<file path="config.mk">
export PLATFORM = sky130hd
export DESIGN_NAME = div_unit
export DESIGN_NICKNAME = d
export VERILOG_FILES = /design/src/rtl/div_unit.sv
export SDC_FILE = /design/constraint.sdc
export NUM_CORES = 1
export LEC_CHECK = 0
export CAP_MARGIN = 25
export CORE_ASPECT_RATIO = 1.4
export CORE_UTILIZATION = 30
export DETAILED_ROUTE_END_ITERATION = 16
export PLACE_DENSITY = 0.56
export SYNTH_ARGS = -nofsm -noshare
export SYNTH_HDL_FRONTEND = slang
export SYNTH_SLANG_ARGS = --single-unit
</file>
<file path="constraint.sdc">
create_clock -name clk -period 12.4 [get_ports clk]
set_input_delay 2.48 -clock clk [delete_from_list [all_inputs] [get_ports clk]]
set_output_delay 2.48 -clock clk [all_outputs]
set_load 0.01 [all_outputs]
</file>
<file path="src/rtl/div_unit.sv">
// ============================================================================
// Module   : div_unit
// Purpose  : Iterative radix-2 restoring divider (DIV/DIVU) for the E stage.
//            Optional macro DIV_EARLY_ZERO_EN: divide-by-zero skips iterations.
// Revision : 1.0  initial release
// ============================================================================
`default_nettype none

module div_unit #(
    parameter int WIDTH = 32
) (
    input  logic             clk,
    input  logic             resetn,
    input  logic             start,
    input  logic             signed_div,
    input  logic             annul,
    input  logic [WIDTH-1:0] a,
    input  logic [WIDTH-1:0] b,
    output logic             stall_div,
    output logic             ready,
    output logic [WIDTH-1:0] quotient,
    output logic [WIDTH-1:0] remainder
);

    localparam int c_CNT_W = $clog2(WIDTH + 1);

    typedef enum logic [1:0] {
        S_IDLE = 2'd0,
        S_RUN  = 2'd1,
        S_DONE = 2'd2
    } state_t;

    state_t               r_state;
    state_t               w_nextState;
    logic [c_CNT_W-1:0]   r_cnt;
    logic [WIDTH-1:0]     r_rem;
    logic [WIDTH-1:0]     r_quo;
    logic [WIDTH-1:0]     r_divisor;
    logic                 r_negQuo;
    logic                 r_negRem;
    logic                 r_divZero;
    logic [WIDTH-1:0]     r_prevQuo;
    logic [WIDTH-1:0]     r_prevRem;

    logic                 w_accept;
    logic                 w_aNeg;
    logic                 w_bNeg;
    logic [WIDTH-1:0]     w_aMag;
    logic [WIDTH-1:0]     w_bMag;
    logic                 w_bZero;
    logic                 w_lastIter;
    logic [WIDTH:0]       w_shiftRem;
    logic [WIDTH:0]       w_diff;
    logic                 w_qBit;
    logic [WIDTH-1:0]     w_remNext;
    logic [WIDTH-1:0]     w_quoNext;
    logic [WIDTH-1:0]     w_quoFix;
    logic [WIDTH-1:0]     w_remFix;

    assign w_accept   = start & ~annul;
    assign w_aNeg     = signed_div & a[WIDTH-1];
    assign w_bNeg     = signed_div & b[WIDTH-1];
    assign w_aMag     = w_aNeg ? (~a + 1'b1) : a;
    assign w_bMag     = w_bNeg ? (~b + 1'b1) : b;
    assign w_bZero    = (b == '0);
    assign w_lastIter = (r_cnt == c_CNT_W'(1));

    // Remainder stays below the divisor, so the WIDTH+1-bit difference MSB is a valid sign.
    assign w_shiftRem = {r_rem, r_quo[WIDTH-1]};
    assign w_diff     = w_shiftRem - {1'b0, r_divisor};
    assign w_qBit     = ~w_diff[WIDTH];
    assign w_remNext  = w_qBit ? w_diff[WIDTH-1:0] : w_shiftRem[WIDTH-1:0];
    assign w_quoNext  = {r_quo[WIDTH-2:0], w_qBit};

    assign w_quoFix   = r_divZero ? '1 : (r_negQuo ? (~w_quoNext + 1'b1) : w_quoNext);
    assign w_remFix   = r_negRem ? (~w_remNext + 1'b1) : w_remNext;

    always_comb begin
        w_nextState = r_state;
        stall_div   = 1'b0;
        ready       = 1'b0;
        case (r_state)
            S_IDLE: begin
                stall_div = w_accept;
                if (w_accept) begin
`ifdef DIV_EARLY_ZERO_EN
                    w_nextState = w_bZero ? S_DONE : S_RUN;
`else
                    w_nextState = S_RUN;
`endif
                end
            end
            S_RUN: begin
                stall_div = ~annul;
                if (annul)
                    w_nextState = S_IDLE;
                else if (w_lastIter)
                    w_nextState = S_DONE;
            end
            S_DONE: begin
                ready       = ~annul;
                w_nextState = S_IDLE;
            end
            default: w_nextState = S_IDLE;
        endcase
    end

    always_ff @(posedge clk or negedge resetn) begin
        if (!resetn) begin
            r_state   <= S_IDLE;
            r_cnt     <= '0;
            r_rem     <= '0;
            r_quo     <= '0;
            r_divisor <= '0;
            r_negQuo  <= 1'b0;
            r_negRem  <= 1'b0;
            r_divZero <= 1'b0;
            r_prevQuo <= '0;
            r_prevRem <= '0;
            quotient  <= '0;
            remainder <= '0;
        end else begin
            r_state <= w_nextState;
            case (r_state)
                S_IDLE: begin
                    if (w_accept) begin
                        r_rem     <= '0;
                        r_quo     <= w_aMag;
                        r_divisor <= w_bMag;
                        r_negQuo  <= w_aNeg ^ w_bNeg;
                        r_negRem  <= w_aNeg;
                        r_divZero <= w_bZero;
                        r_cnt     <= c_CNT_W'(WIDTH);
`ifdef DIV_EARLY_ZERO_EN
                        if (w_bZero) begin
                            r_prevQuo <= quotient;
                            r_prevRem <= remainder;
                            quotient  <= '1;
                            remainder <= a;
                        end
`endif
                    end
                end
                S_RUN: begin
                    if (!annul) begin
                        r_rem <= w_remNext;
                        r_quo <= w_quoNext;
                        r_cnt <= r_cnt - c_CNT_W'(1);
                        if (w_lastIter) begin
                            r_prevQuo <= quotient;
                            r_prevRem <= remainder;
                            quotient  <= w_quoFix;
                            remainder <= w_remFix;
                        end
                    end
                end
                S_DONE: begin
                    // An annulled DONE never writes HI/LO, so roll the outputs back.
                    if (annul) begin
                        quotient  <= r_prevQuo;
                        remainder <= r_prevRem;
                    end
                end
                default: ;
            endcase
        end
    end

endmodule

`default_nettype wire

</file>
# After elaboration in Yosys (flattened, before gate mapping)

Index checks and enable logic that the tools add are counted.

Logic and storage cells: 74
Output and inout bits: 66
Flip-flop bits (word level): 235
Input bits: 69

Reduce and logical (&&, ||, !) cells: 9
Bitwise operators: 10
Add/subtract/negate cells: 6
Mux-type cells: 29
Equal/unequal tests: 8

Operators with widths:

| kind                                             | number |
|---|---|
| two-way mux 32 bit                               | 16 |
| case mux 32 bit (2 select lines)                 | 4 |
| adder 32 x 1 -> 32 bit, second input constant    | 4 |
| inverter 32 bit                                  | 4 |
| subtractor 33 x 32 -> 33 bit                     | 1 |
| logical NOT 32 bit                               | 1 |
| two-way mux 6 bit                                | 2 |
| case mux 6 bit (2 select lines)                  | 1 |
| inequality test 2 bit, second input constant     | 4 |
| == test 6 x 1 -> 1 bit, second input constant    | 1 |
| two-way mux 2 bit                                | 3 |
| AND reduction 3 bit                              | 2 |
| subtractor 6 x 1 -> 6 bit, second input constant | 1 |
| case mux 2 bit (2 select lines)                  | 1 |
| AND reduction 2 bit                              | 2 |
| AND reduction 4 bit                              | 1 |
| nonzero test 2 bit                               | 2 |
| bitwise AND 1 bit                                | 3 |
| inequality test 3 bit, second input constant     | 1 |
| == test 2 x 1 -> 1 bit, second input constant    | 1 |
| == test 2 bit, second input constant             | 1 |
| logical NOT 2 bit                                | 1 |
| inverter 1 bit                                   | 2 |
| case mux 1 bit (2 select lines)                  | 1 |
| 2 further kinds                                  | 2 |

# Depth between registers and ports, before layout

Gate-level depths: netlist of the first run.

Word-level depth: 9
Gate-level depth with buffers: 24
Gate-level depth less buffers: 21

# Worst setup path after synthesis of the first run

OpenSTA, ideal clock, no wires.

Path kind: input to output
Start point: input start
End point: output stall_div
Data required time: 9920 ps
Buffers on the path: 0
Data arrival time: 3280 ps
Path slack: 6640 ps
Cell stages on the path: 3
Cells stage by stage: nor4b_1 > nor2_1 > clkinv_1

Cells in the longest elaborated chain, start to end: 2

Ends and longest elaborated chain:

| item                            | RTL line | text |
|---|---|---|
| from (decl)                     | 14       | `input logic start,` |
| bitwise AND 1 bit               | 60       | `assign w_accept = start & ~annul;` |
| case mux 1 bit (2 select lines) | 82       | `case (r_state)` |
| to (decl)                       | 19       | `output logic stall_div,` |

No other way between the ends.

# Worst setup path in the final report of the first run

Start point: input annul
End point: output stall_div

Cells in the longest elaborated chain, start to end: 3

Ends and longest elaborated chain:

| item                              | RTL line | text |
|---|---|---|
| from (decl)                       | 16       | `input logic annul,` |
| inverter 1 bit (no line) *        | -        |  |
| bitwise AND 1 bit                 | 60       |  |
| case mux 1 bit (2 select lines) * | 82       |  |

Mark *: on every way between the ends. The rest lies on a longest branch, timed or not.

==> metrics.yaml, run 1 <==
post-route-period-util_pct: 55.63
core_area_um2: 49010
num_rows: 96
cp-end-kind: "primary output"
cp_num_buf_inv: 4
portBuffers: 134
fillers: 5080
p_leak_nw: 7.719
ctsResizeCount: 0
synth_cell_types: 80
gr-total-overflow: 0
worst_skew_pair.late_latency_ns: 0.58
crit_family: "buffers and inverters"
critPathKind: "in -> out"
yosys-top-cells-area: "dfrtp_1, nand2_1, o21ai_0"
worst-r2r-setup-slack_ns: 6.50
placed_cell_area_um2: 16760
cts_inserted_buffers: 27
worst_pin_slew_ns: 1.097
critical_path.most_common_cell: "clkdlybuf4s50_1"
yosysWarnings: 0
critPathMaxStageDelay_ns: 0.59
rr_startpoint: "r_rem[22]"
routabilityCongestion: 0.9100
finalNetCount: 2034
clock_path_buffers: 3
ys_seq_area_share_pct: 39.53
synthTopCellsByCount: "nand2_1, dfrtp_1, o21ai_0"
maxSlewViolCount: 0
hpwl_um: 34780
num_antenna_cells: 0
avgSynthCellArea_um2: 8.029
drc: 0
grt_max_degree: 187
antenna_found_initial: 0
cp_max_fo: 12
hp-start: "r_prevRem[27]"
startpoint: "annul"
synth-async-reset-ratio_pct: 100.0
yosys_register_bits: 235
path_clk_slew_ns: 0.06
slew_headroom_pct: 25.96
worstPathArrival_ns: 4.42
synthCells: 1853
cts-htree-levels: 1
synthesis.nets: 1961
dp_slack_ns: 5.480
layout-drive-gt1-share_pct: 4.828
status: "finished clean"
postCtsHoldBufs: 0
hold_viol: 0
cts.sinks: 235
start_kind: "input pin"
die_x_um: 190.2
synthesis.area_um2: 14880
yosys.area.top_type: "dfrtp_1"
via_per_inst: 5.323
drt_iter0_markers: 801
rsz0062_at_grt: "no"
cts_tree: "done"
yosysMostFrequentCell: "nand2_1"
ir_drop_uv: 129.0
period_needed_ns: 6.898
timing.fmax_mhz: 145.0
firstDrtPassIters: 6
setup_violations: 0
grt_pass1_vias: 13420
start_util_pct: 30.36
die_area_um2: 50500
synth_top_area_share_pct: 39.53
power.density_nw_per_um2: 265.3
area_growth_pct: 18.74
vias: 13750
grt_pass1_wl_um: 74490
design_area_um2: 17670
io_pins: 135
final.setup.worst_slack_ns: 5.502
ys.flop_type: "dfrtp_1"
setup_tns_ns: 0
cp.required_ns: 9.92
synth_edf_count: 0
post-cts-setup-buffers: 0
grt_util_all_layers_pct: 18.66
die_h_um: 265.5
finalClockSkew_ns: 0.01506
cpMaxStageDelayCell: "clkdlybuf4s50_1"
cp_cell_sequence: "clkdlybuf4s50_1 -> nor4b_2 -> buf_4 -> nor2_4 -> clkinv_1 -> clkdlybuf4s50_1"
drv_cap: 0
antenna_left: 0
hp-class: "reg -> reg"
wirelength_um: 47560
wire_per_inst_um: 18.41
clockRootBuffer: "clkbuf_16"
[power breakdown]
group,leakage [nW],switching (mW),internal (mW)
Sequential,3.13,0.262,0.969
Clock,0.451,0.358,0.472
Combinational,4.14,1.59,1.03
[through the flow]
step                      hold WS, ns  cells  total power [mW]  util, %
after global placement         0.4497   2534             3.810    34.20
final                          0.4765   2584             4.688    36.05
after global routing           0.4807   2584             5.047    36.05
after floorplan                0.4377   1853             2.988        -
after CTS                      0.4718   2584             4.699    36.05
after detailed placement       0.4565   2534             3.850    34.20
[path summary, 6_finish.rpt]
| check | end | depth (start not counted) |
|---|---|---|
| hold / removal | r_prevRem[27] | 2 |
| max in group asynchronous | r_cnt[0] | 2 |
| min in group asynchronous | remainder[15] | 1 |
| hold reg to reg | r_prevRem[27] | 2 |
| setup reg to reg | remainder[26] | 20 |
| setup / recovery | stall_div | 6 |
[registers in the layout, summed over array words and instances (netlist names)]
signal     cells
quotient      32
r_quo         32
r_cnt          6
r_state        2
r_prevRem     32
r_negQuo       1
r_negRem       1
remainder     32
r_divisor     32
r_prevQuo     32
r_divZero      1
r_rem         32
[cells by family (layout without fill, tap and decap cells)]
family	Yosys count	in the layout	synth area share (%)
simple gates	731	731	21.99
compound gates	524	524	21.15
flops	235	235	39.53
buf+inv	163	257	4.272
xor+xnor	132	132	7.771
fa+ha+maj	39	39	3.330
mux	29	29	1.959
[cell usage in the layout (no fill, tap or decap), types with 38 or more instances in the layout]
| cell | instances |
|---|---|
| o22ai_1 | 41 |
| clkdlybuf4s50_1 | 133 |
| o21ai_0 | 181 |
| a21oi_1 | 152 |
| xor2_1 | 45 |
| ha_1 | 38 |
| nor2_1 | 133 |
| dfrtp_1 | 235 |
| xnor2_1 | 87 |
| inv_1 | 55 |
| nand2_1 | 394 |
[worst min-delay path, delay by kind of cell, from the launching register on]
family	cells	cell delay, ns
flops	1	0.34
simple gates	2	0.10
[cell type report]
| type | count | area, um2 | share of cell area [%] |
|---|---|---|---|
| Sequential cell | 235 | 5881 | 33.29 |
| Clock buffer | 35 | 745.7 | 4.221 |
| Multi-Input combinational cell | 1455 | 8391 | 47.49 |
| Clock inverter | 15 | 160.2 | 0.9065 |
| Tap cell | 637 | 797.0 | 4.511 |
| Inverter | 57 | 214.0 | 1.211 |
| Timing Repair Buffer | 150 | 1479 | 8.371 |
[layer usage]
layer / track usage [%] / wire length (um) / part of all wire [%] / vias up
met5: 0 / 0 / 0 / -
met4: 8.195 / 1965 / 4.1 / 0
met3: 1.966 / 1958 / 4.1 / 89
met2: 32.43 / 23640 / 50 / 359
met1: 23.16 / 20000 / 42 / 6647
li1: - / - / - / 6659
Note: power is estimated with default switching activity, not from simulation.
==> run 2: changes to the inputs <==
- PLACE_DENSITY: 0.56 -> 0.58
- clock period: 12.4 -> 6.1 ns (I/O delays scaled with it)
==> run 2 against run 1 <==
Worst setup slack got worse by 4.6 ns. Utilization increased by 0.26 points. Critical path depth increased by 15. Clock-buffer cell count increased by 2. Final cell count increased by 0.19%. Clock power increased by 110%. Global-route usage increased by 0.73 points. Final area increased by 0.71%. Via count increased by 0.64%. Combinational power increased by 110%. Critical path type is now reg -> reg. Largest cell class unchanged. Largest power group unchanged. Highest routed layer unchanged.
==> metrics.yaml, run 2 (same netlist as run 1, synthesis figures left out) <==
status: "finished clean"  # unchanged
grt_pass1_vias: 13540  # was 13,420
num_rows: 96  # unchanged
post-cts-setup-buffers: 0  # unchanged
rsz0062_at_grt: "no"  # unchanged
startpoint: "r_quo[31]"  # was annul
area_growth_pct: 19.59  # was 18.74%
critPathMaxStageDelay_ns: 0.44  # was 0.59 ns
die_h_um: 265.5  # unchanged
cts_inserted_buffers: 28  # was 27
hp-class: "reg -> reg"  # unchanged
hpwl_um: 36050  # was 34,780 um
firstDrtPassIters: 5  # was 6
finalPower_mw: 9.743  # was 4.688 mW
cp.required_ns: 6.58  # was 9.92 ns
period_needed_ns: 5.189
cp_cell_sequence: "inv_1 -> ha_1 -> fa_1 -> nor2b_2 -> o31a_4 -> o21ai_1 -> a21boi_1 -> a2111oi_4 -> nor2_4 -> inv_1 -> buf_4 -> a21oi_1 -> ha_1 -> inv_1 -> nor4_1 -> nand3_1 -> nor4_4 -> o221a_2 -> a21oi_1 -> xnor2_1 -> a221o_1"  # was clkdlybuf4s50_1 -> nor4b_2 -> buf_4 -> nor2_4 -> clkinv_1 -> clkdlybuf4s50_1
die_x_um: 190.2  # unchanged
finalNetCount: 2039  # was 2,034
rr_startpoint: "r_quo[31]"  # was r_rem[22]
cpMaxStageDelayCell: "a21boi_1"  # was clkdlybuf4s50_1
layout_commonest_cell: "nand2_1"  # unchanged
antenna_left: 0  # unchanged
clock_path_buffers: 3  # unchanged
postCtsHoldBufs: 0  # unchanged
wire_per_inst_um: 18.94  # was 18.41 um
maxSlewViolCount: 0  # unchanged
placed_cell_area_um2: 16790  # was 16,760 um2
p_leak_nw: 7.778  # was 7.719 nW
fin_util_pct: 36.31  # was 36.05%
post-route-period-util_pct: 85.06
slew_headroom_pct: 32.53  # was 25.96%
grt_max_degree: 125  # was 187
path_clk_slew_ns: 0.06  # about the same
finalClockSkew_ns: 0.05553  # was 0.01506 ns
cp_max_fo: 22  # was 12
worst-r2r-setup-slack_ns: 0.91  # was 6.50 ns
r2r-end: "remainder[26]"  # unchanged
vias: 13840  # was 13,750
start_kind: "flip-flop"  # was input pin
start_util_pct: 30.36  # unchanged
ir_drop_uv: 406.3  # was 129.0 uV
drv_cap: 0  # unchanged
layout-drive-gt1-share_pct: 5.225  # was 4.828%
portBuffers: 134  # unchanged
critical_path.most_common_cell: "inv_1"  # was clkdlybuf4s50_1
die_area_um2: 50500  # unchanged
power.density_nw_per_um2: 547.6  # was 265.3 nW/um2
design_area_um2: 17790  # was 17,670 um2
cts_tree: "done"  # unchanged
final_cell_mix: "nand2_1, dfrtp_1, o21ai_0"  # unchanged
cts-htree-levels: 1  # unchanged
grt_util_all_layers_pct: 19.39  # was 18.66%
antenna_found_initial: 0  # unchanged
io_pins: 135  # unchanged
drc: 0  # unchanged
num_antenna_cells: 0  # unchanged
grt_pass1_wl_um: 76890  # was 74,490 um
routabilityCongestion: 0.8636  # was 0.9100
core_area_um2: 49010  # unchanged
drt_iter0_markers: 724  # was 801
timing.fmax_mhz: 192.7
setup_tns_ns: 0  # unchanged
cts.sinks: 235  # unchanged
critPathKind: "reg -> reg"  # was in -> out
worstPathArrival_ns: 5.67  # was 4.42 ns
gr-total-overflow: 0  # unchanged
cp-end-kind: "flip-flop"  # was primary output
wirelength_um: 49030  # was 47,560 um
reg2regPathDepth: 21  # was 20
critical_path.endpoint: "remainder[26]"  # was stall_div
via_per_inst: 5.346  # was 5.323
clockRootBuffer: "clkbuf_16"  # unchanged
ctsResizeCount: 0  # unchanged
worst_pin_slew_ns: 1.012  # was 1.097 ns
setup_violations: 0  # unchanged
worst_skew_pair.late_latency_ns: 0.60  # was 0.58 ns
hold_viol: 0  # unchanged
==> run 2: worst max-delay path, delay by kind of cell, from the launching register on <==
kind	cells	cell delay (ns)
flip-flops	1	0.40
AND/OR/NAND/NOR	5	1.23
buffers and inverters	4	0.49
AO/OA/AOI/OAI	8	1.89
XOR/XNOR	1	0.17
adder cells (fa/ha/maj)	3	0.92
==> run 2: metal layers <==
metal,track usage [%],wire (um),vias up
li1,-,-,6672
met1,23.75,20630,6758
met2,34.12,24470,319
met3,1.860,1733,93
met4,8.757,2193,0
met5,0,0,-
==> run 2: power breakdown <==
part | leakage, nW | total (mW) | switching, mW | internal [mW]
sequential | 3.13 | 2.46 | 0.485 | 1.97
clock | 0.490 | 1.78 | 0.713 | 1.07
combinational | 4.16 | 5.50 | 3.38 | 2.12
==> run 2: stage by stage <==
stage / instances / hold slack, ns / worst slack, ns
global placement: 2538 / 0.4509 / 1.047
floorplan: 1853 / 0.4377 / 1.211
global route: 2589 / 0.4965 / 0.4807
detailed placement: 2538 / 0.4590 / 0.8935
CTS: 2589 / 0.4744 / 0.8850
finish: 2589 / 0.4667 / 0.9115
==> run 2: layout make-up <==
class                      instances  area [um2]
fill                            5153       31210
multi-input combinational       1455        8391
sequential                       235        5881
timing repair buffer             154        1509
clock buffer                      37       814.5
tap                              637       797.0
inverter                          57       214.0
clock inverter                    14       186.4
==> run 2: worst min-delay path by stage <==
| stage | from | to | cells after the start | slack, ns |
|---|---|---|---|---|
| finish | quotient[20] | r_prevQuo[20] | 2 | 0.47 |
| global placement | r_prevRem[20] | r_prevRem[20] | 2 | 0.45 |
| CTS | remainder[13] | r_prevRem[13] | 2 | 0.47 |
| global route | r_prevRem[16] | r_prevRem[16] | 2 | 0.50 |
| floorplan | r_prevRem[18] | r_prevRem[18] | 2 | 0.44 |
| detailed placement | r_prevRem[18] | r_prevRem[18] | 2 | 0.46 |
==> run 3: changes to the inputs <==
- SLEW_MARGIN: not set -> 15
==> results of run 3 <==
No change in the layout: final DEF, timing and power equal those of run 2.
